## config.mk

```make
export PLATFORM = sky130hd
export DESIGN_NAME = mul_top
export DESIGN_NICKNAME = d
export VERILOG_FILES = /design/src/rtl/arith_pkg.sv /design/src/rtl/mul_ctrl.sv /design/src/rtl/mul_top.sv
export SDC_FILE = /design/constraint.sdc
export NUM_CORES = 1
export LEC_CHECK = 0
export ABC_CLOCK_PERIOD_IN_PS = 4100
export CAP_MARGIN = 20
export CORE_MARGIN = 2
export CORE_UTILIZATION = 52
export CTS_CLUSTER_SIZE = 10
export DETAILED_ROUTE_END_ITERATION = 10
export GPL_ROUTABILITY_DRIVEN = 0
export GPL_TIMING_DRIVEN = 0
export HOLD_SLACK_MARGIN = 0.03
export PLACE_DENSITY = 0.83
export SLEW_MARGIN = 20
export SYNTH_ARGS = -nofsm -noshare
export SYNTH_HDL_FRONTEND = slang
export SYNTH_SLANG_ARGS = --single-unit
```

## constraint.sdc

```tcl
create_clock -name clk -period 4.1 [get_ports clk]
set_input_delay 0.82 -clock clk [delete_from_list [all_inputs] [get_ports clk]]
set_output_delay 0.82 -clock clk [all_outputs]
set_load 0.005 [all_outputs]
```

## src/rtl/arith_pkg.sv

```systemverilog
// rtl/arith_pkg.sv - shared state encoding and default sizes for the arithmetic unit
package arith_pkg;

  typedef enum logic [1:0] {
    ST_IDLE = 2'd0,
    ST_RUN  = 2'd1,
    ST_DONE = 2'd2
  } arith_state_t;

  localparam int ARITH_WIDTH     = 10;
  localparam int ARITH_FRAC_BITS = 6;

  function automatic int cnt_bits(input int w);
    return (w > 1) ? $clog2(w) : 1;
  endfunction

endpackage

```

## src/rtl/mul_ctrl.sv

```systemverilog
// rtl/mul_ctrl.sv - multiplier sequencing FSM: bit counter, busy/valid and datapath strobes
module mul_ctrl
  import arith_pkg::*;
#(
  parameter int WIDTH = ARITH_WIDTH,
  localparam int CW   = cnt_bits(WIDTH)
) (
  input  logic          clk,
  input  logic          rst_n,
  input  logic          start,
  input  logic          stop_early,
  output logic          load,
  output logic          run,
  output logic          finish,
  output logic          busy,
  output logic          valid,
  output logic [CW-1:0] cnt
);

  localparam logic [CW-1:0] LAST = CW'(WIDTH - 1);

  arith_state_t state, state_next;

  always_ff @(posedge clk or negedge rst_n) begin
    if (!rst_n) begin
      state <= ST_IDLE;
      cnt   <= '0;
    end else begin
      state <= state_next;
      if (load)     cnt <= '0;
      else if (run) cnt <= cnt + 1'b1;
    end
  end

  always_comb begin
    state_next = state;
    load       = 1'b0;
    finish     = 1'b0;
    case (state)
      ST_IDLE: begin
        if (start) begin
          state_next = ST_RUN;
          load       = 1'b1;
        end
      end
      ST_RUN: begin
        if (stop_early || cnt == LAST) begin
          state_next = ST_DONE;
          finish     = 1'b1;
        end
      end
      ST_DONE: begin
        // a start seen in the result cycle chains straight into the next operation
        if (start) begin
          state_next = ST_RUN;
          load       = 1'b1;
        end else begin
          state_next = ST_IDLE;
        end
      end
      default: state_next = ST_IDLE;
    endcase
  end

  assign run   = (state == ST_RUN);
  assign busy  = (state == ST_RUN);
  assign valid = (state == ST_DONE);

endmodule

```

## src/rtl/mul_top.sv

```systemverilog
// rtl/mul_top.sv - shift-add unsigned fixed-point multiplier, Q = (A*B) >> FRAC_BITS; MUL_EARLY_TERM_EN enables early exit
module mul_top
  import arith_pkg::*;
#(
  parameter int WIDTH     = ARITH_WIDTH,
  parameter int FRAC_BITS = ARITH_FRAC_BITS
) (
  input  logic             clk,
  input  logic             rst_n,
  input  logic             start,
  input  logic [WIDTH-1:0] A,
  input  logic [WIDTH-1:0] B,
  output logic [WIDTH-1:0] Q,
  output logic             busy,
  output logic             valid,
  output logic             ov
);

  localparam int CW = cnt_bits(WIDTH);

  logic [2*WIDTH-1:0] acc, acc_next, addend;
  logic [WIDTH-1:0]   mcand, mplier;
  logic [CW-1:0]      cnt;
  logic               load, run, finish, stop_early;

`ifdef MUL_EARLY_TERM_EN
  assign stop_early = ~|mplier;
`else
  assign stop_early = 1'b0;
`endif

  mul_ctrl #(.WIDTH(WIDTH)) u_ctrl (
    .clk       (clk),
    .rst_n     (rst_n),
    .start     (start),
    .stop_early(stop_early),
    .load      (load),
    .run       (run),
    .finish    (finish),
    .busy      (busy),
    .valid     (valid),
    .cnt       (cnt)
  );

  assign addend   = {{WIDTH{1'b0}}, mcand} << cnt;
  assign acc_next = mplier[0] ? (acc + addend) : acc;

  always_ff @(posedge clk or negedge rst_n) begin
    if (!rst_n) begin
      acc    <= '0;
      mcand  <= '0;
      mplier <= '0;
      Q      <= '0;
      ov     <= 1'b0;
    end else begin
      if (load) begin
        acc    <= '0;
        mcand  <= A;
        mplier <= B;
      end else if (run) begin
        acc    <= acc_next;
        mplier <= mplier >> 1;
      end
      // result registers take the final partial sum so Q/ov are ready in the DONE cycle
      if (finish) begin
        Q  <= acc_next[FRAC_BITS+WIDTH-1:FRAC_BITS];
        ov <= |acc_next[2*WIDTH-1:FRAC_BITS+WIDTH];
      end
    end
  end

endmodule

```

### After elaboration in Yosys (flattened, before gate mapping)

Index checks and enable logic that the tools add are counted.

| word-level totals | value |
|---|---|
| bits in registers | 57 |
| bits in latches | 0 |
| bits in writable memories | 0 |
| bits in read-only memories | 0 |
| bits of input ports | 23 |
| output and inout bits | 13 |
| logic and storage cells | 38 |
| memories kept | 0 |

| operators by class | value |
|---|---|
| add/subtract/negate cells | 2 |
| multipliers | 0 |
| div/mod/pow operators | 0 |
| $lt $le $gt $ge | 0 |
| eq/ne operators | 5 |
| shift-type cells | 1 |
| mux-type cells | 15 |
| bitwise gates (word level) | 0 |
| reductions and logical operators | 7 |

Operators with widths:

| cell | count |
|---|---|
| two-way mux 20 bit | 3 |
| adder 20 bit | 1 |
| two-way mux 10 bit | 2 |
| << shifter 10 x 4 -> 20 bit | 1 |
| two-way mux 4 bit | 2 |
| case mux 2 bit (3 select lines) | 1 |
| two-way mux 1 bit | 5 |
| adder 4 x 1 -> 4 bit, second input constant | 1 |
| == test 4 bit, second input constant | 1 |
| two-way mux 2 bit | 2 |
| AND reduction 2 bit | 2 |
| nonzero test 2 bit | 2 |
| OR reduction 4 bit | 1 |
| == test 2 x 1 -> 1 bit, second input constant | 1 |
| == test 2 bit, second input constant | 1 |
| logical NOT 2 bit | 1 |
| inequality test 2 x 1 -> 1 bit, second input constant | 1 |
| inequality test 2 bit, second input constant | 1 |
| OR reduction 2 bit | 1 |

### Depth between registers and ports, before layout

| logic depth | value |
|---|---|
| depth in word-level cells | 5 |
| gate-level depth with buffers | 17 |
| gate-level depth less buffers | 15 |

### Hierarchy

Synthesis repeated with hierarchy kept, for this count alone.

| second synthesis, totals | value |
|---|---|
| cell total of the unflattened synthesis | 436 |
| area total of the unflattened synthesis | 3917.5 µm² |

Modules (own cells, without submodules):

| module | instances | cells each | area an instance (µm²) | seq. area each (µm²) |
|---|---|---|---|---|
| mul_top | 1 | 407 | 3592.2 | 1276.2 |
| mul_ctrl | 1 | 29 | 325.3 | 150.1 |

### Worst setup path after synthesis

No wires, ideal clock.

| path | value |
|---|---|
| kind | flip-flop to flip-flop |
| start point | register u_ctrl.cnt[0] |
| end point | register ov |
| library setup time | 129 ps |
| arrival | 4069 ps |
| data required time | 3971 ps |
| path slack | -98 ps |
| stages on the path, launching flop included | 16 |
| path buffers | 2 |
| period minus slack after synthesis | 4198 ps |
| path through | dfrtp_1 -> clkbuf_1 -> clkbuf_1 -> mux2_2 -> o21ai_0 -> o21ai_0 -> and2_1 -> ha_1 -> and3_4 -> and3_4 -> a211oi_4 -> o31ai_1 -> a221o_1 -> xor2_1 -> mux2_4 -> o41a_1 |

| on the way | value |
|---|---|
| cells in the longest elaborated chain, start to end | 4 |
| elaborated cells on any way between the ends | 7 |
| those cells by class | add/sub: 1; eq/ne: 1; shift: 1; mux: 3; reduce/logical: 1 |

Ends and longest elaborated chain:

| element | line | RTL |
|---|---|---|
| start, declared | mul_ctrl.sv:17 | `output logic [CW-1:0] cnt` |
| start signal, assigned | mul_ctrl.sv:31 | `else if (run) cnt <= cnt + 1'b1;` |
| << shifter 10 x 4 -> 20 bit | mul_top.sv:45 | `assign addend = {{WIDTH{1'b0}}, mcand} << cnt;` |
| adder 20 bit | mul_top.sv:46 | `assign acc_next = mplier[0] ? (acc + addend) : acc;` |
| two-way mux 20 bit | mul_top.sv:46 |  |
| OR reduction 4 bit | mul_top.sv:67 | `ov <= \|acc_next[2*WIDTH-1:FRAC_BITS+WIDTH];` |
| end signal, assigned | mul_top.sv:67 |  |
| end, declared | mul_top.sv:16 | `output logic ov` |

Several ways; a longest one is shown, not always the timed one. The select of a mux whose other input is x is not followed.
A chain may end at the register's enable or synchronous reset.

### Final worst setup path

Ends and elaborated chain as after synthesis.

==> run summary <==
global-route wire length before repair: 15900 µm
status: complete, no violations
first drt pass iteration count: 6
detailed placement HPWL: 6780 µm
wire per inst: 16.4 µm
ys async rst share: 100%
Hold Path Depth: 2
Core Footprint: 7140 µm²
VDD IR-drop max: 0.000393 V
global-route usage over all layers: 26.3%
P&R area growth vs syn: 20.7%
H-tree Lvls: 3
PortBufs: 35
CTS tree: yes
multiplexer area fraction after synthesis: 6.66%
drc violations: 0
CTS max path bufs: 2
DRT antenna net count: 0
Most used DFF post-synth: dfrtp_1
WHS: 0.481 ns
Reg-to-Reg Start: u_ctrl.cnt[0]$_DFFE_PN0P_
period utilization: 97.8%
Syn Inst Count: 446
Seq pwr share: 22.6%
f_max: 249 MHz
Synth area leaders: dfrtp_1, nand2_1, ha_1
Max-cap violations: 0
adder-cell area share of the yosys netlist: 7.49%
Reg2Reg Depth: 16
crit path capture type: flip-flop
chip height: 89.2 µm
post-synth top area share: 37.8%
clk_skew: 0.00950 ns
r2r setup slk: 0.09 ns
r2r endpoint: ov$_DFFE_PN0P_
crit path kind: reg2reg
clock network fraction of total power: 14.2%
Clk Latency, worst-skew pair: 0.35 ns
Yosys top cell by area: dfrtp_1
max-slew violations: 0
final setup fails: 0
CTS Root Cell: clkbuf_8
Slew HR: 46.3%
vias in the first global route: 3331
Synth Area in Compound Gates: 21.7%
DIE WIDTH: 89.2 µm
synth cell count leaders: nand2_1, dfrtp_1, a21oi_1
fraction of the mapped netlist area in simple logic gates: 18.7%
Int Power: 2.31 mW
pin count of the biggest net entering global routing: 58
Syn. warnings: 0
Hold EP: mplier[3]$_DFFE_PN0P_
# clock sinks: 57
minimum clock period: 4.01 ns
GRT overflow: 0
Logic pwr share: 63.2%
drt total wl: 9760 µm
share of cells above drive strength 1: 9.88%
largest family of logic cells by synthesized area: compound AO/OA/AOI/OAI gates
average cell area after synthesis: 8.46 µm²
initial core utilization: 52.9%
register area share after synthesis: 37.8%
CTS buffer count: 9
Setup WS post-layout: 0.0888 ns
Initial DRC Count: 279
final hold vios: 0
crit path max fanout: 10
hold crit path type: reg2reg
Post-Syn Area: 3770 µm²
post-synth cell types: 48
antenna violations before repair: 0
Worst-Margin Slew: 0.805 ns
Post-Synth XOR/XNOR Area: 4.18%
Die Area: 7950 µm²
register bit total from synthesis: 57
Sw Ratio: 46.3%
Std-Cell Rows: 31
HP Start: mplier[3]$_DFFE_PN0P_
worst slack, placed: -0.464 ns
Net Sw Power: 1.99 mW
Diodes inserted: 0
post-synth net total: 491
Reg clk slew, reported paths: 0.07 ns
Post-synth EDFFs: 0
Cell Pwr Density: 944 nW/µm²
Worst EP arrival: 4.24 ns
Vias/cell: 5.96
fin nets: 537
vias: 3549
Worst Path Required: 4.33 ns
Ports: 36
most numerous cell in the Yosys netlist: nand2_1
Pleak: 2.08 nW
Worst Setup Start Kind: flip-flop
==> power by group through the flow <==
stage	Clock, mW	Combinational, mW	Sequential [mW]
after floorplan	0	1.89	0.929
after global placement	0	2.41	0.951
after detailed placement	0	2.50	0.963
after CTS	0.614	2.57	0.956
after global routing	0.643	2.98	1.00
final	0.610	2.72	0.973
==> metal layers <==
metal,wire length (µm),track usage (%),vias to the layer above
li1,-,-,1667
met1,4040,33.9,1691
met2,4680,42.4,151
met3,667,5.08,40
met4,371,13.3,0
met5,0,0,-
==> what timing repair did <==
item | in CTS | in global routing
resized for setup | 5 | 14
pin swaps | 1 | 1
setup buffers | 3 | 1
hold buffers | 0 | 0
endpoints found under the setup margin | 2 | 2
==> logic make-up after synthesis <==
kind of cell | count (synthesis)
multiplexers | 24
AO/OA/AOI/OAI | 128
flip-flops | 57
XOR/XNOR | 18
adder cells (fa/ha/maj) | 22
buffers and inverters | 35
AND/OR/NAND/NOR | 162
==> state kept, by name, summed over array words and instances (netlist names) <==
register / count
ov: 1
Q: 10
u_ctrl.state: 2
mplier: 10
acc: 20
mcand: 10
u_ctrl.cnt: 4
==> worst max path at each step <==
stage,start,endpoint,slack (ns)
after CTS,u_ctrl.cnt[1]$_DFFE_PN0P_,ov$_DFFE_PN0P_,0.003
after detailed placement,u_ctrl.cnt[0]$_DFFE_PN0P_,ov$_DFFE_PN0P_,-0.46
after floorplan,u_ctrl.cnt[0]$_DFFE_PN0P_,ov$_DFFE_PN0P_,0.02
after global routing,u_ctrl.cnt[0]$_DFFE_PN0P_,ov$_DFFE_PN0P_,-0.05
final,u_ctrl.cnt[0]$_DFFE_PN0P_,ov$_DFFE_PN0P_,0.09
after global placement,u_ctrl.cnt[0]$_DFFE_PN0P_,ov$_DFFE_PN0P_,-0.41
==> critical path, stage by stage, from the launching register on <==
cell and delay, ns:
dfrtp_2 0.39, clkbuf_8 0.17, mux2_2 0.37, mux2i_2 0.20
nor2_1 0.06, a31oi_1 0.23, o22ai_1 0.14, ha_1 0.29
buf_2 0.17, a21oi_2 0.17, o21ai_2 0.09, a211oi_4 0.24
o31ai_2 0.14, a221o_1 0.36, xor2_1 0.16, mux2_4 0.27
o41a_1 0.42
==> cell type report <==
class                           count  area, µm²
Clock inverter                      4       76.3
Sequential cell                    57       1430
Tap cell                           99        124
Fill cell                         609       2580
Clock buffer                       11        151
Multi-Input combinational cell    354       2270
Timing Repair Buffer               39        378
Inverter                           10       37.5
Buffer                             21       92.6
==> stage by stage <==
step / total power [mW] / util, % / TNS (ns) / area, µm² / cells
2_1_floorplan: 2.82 / - / 0 / 3770 / 446
3_3_place_gp: 3.36 / 59.5 / -0.633 / 4250 / 580
3_5_place_dp: 3.46 / 59.5 / -0.738 / 4250 / 580
4_1_cts: 4.14 / 63.1 / 0 / 4500 / 596
5_1_grt: 4.62 / 63.8 / -0.0472 / 4550 / 595
6_report: 4.30 / 63.8 / 0 / 4550 / 595
==> cell usage in the layout, fill, tap and decap left out, types with 5 or more instances in the layout <==
master,netlist,final
a21oi_1,32,30
ha_1,21,19
nor3_1,6,6
a22o_1,9,9
nand2_1,104,104
and3_1,5,5
clkbuf_8,0,12
o21ai_1,13,13
xnor2_1,11,11
a22oi_1,9,9
nor2_1,19,18
mux2_2,5,5
nand3_1,7,7
clkdlybuf4s50_1,0,34
clkbuf_1,22,15
dfrtp_1,57,56
a21o_1,5,5
inv_1,9,8
o21ai_0,28,26
mux2i_1,18,17
xor2_1,7,7
buf_4,0,5
No activity file was read; power rests on OpenSTA's default activity.
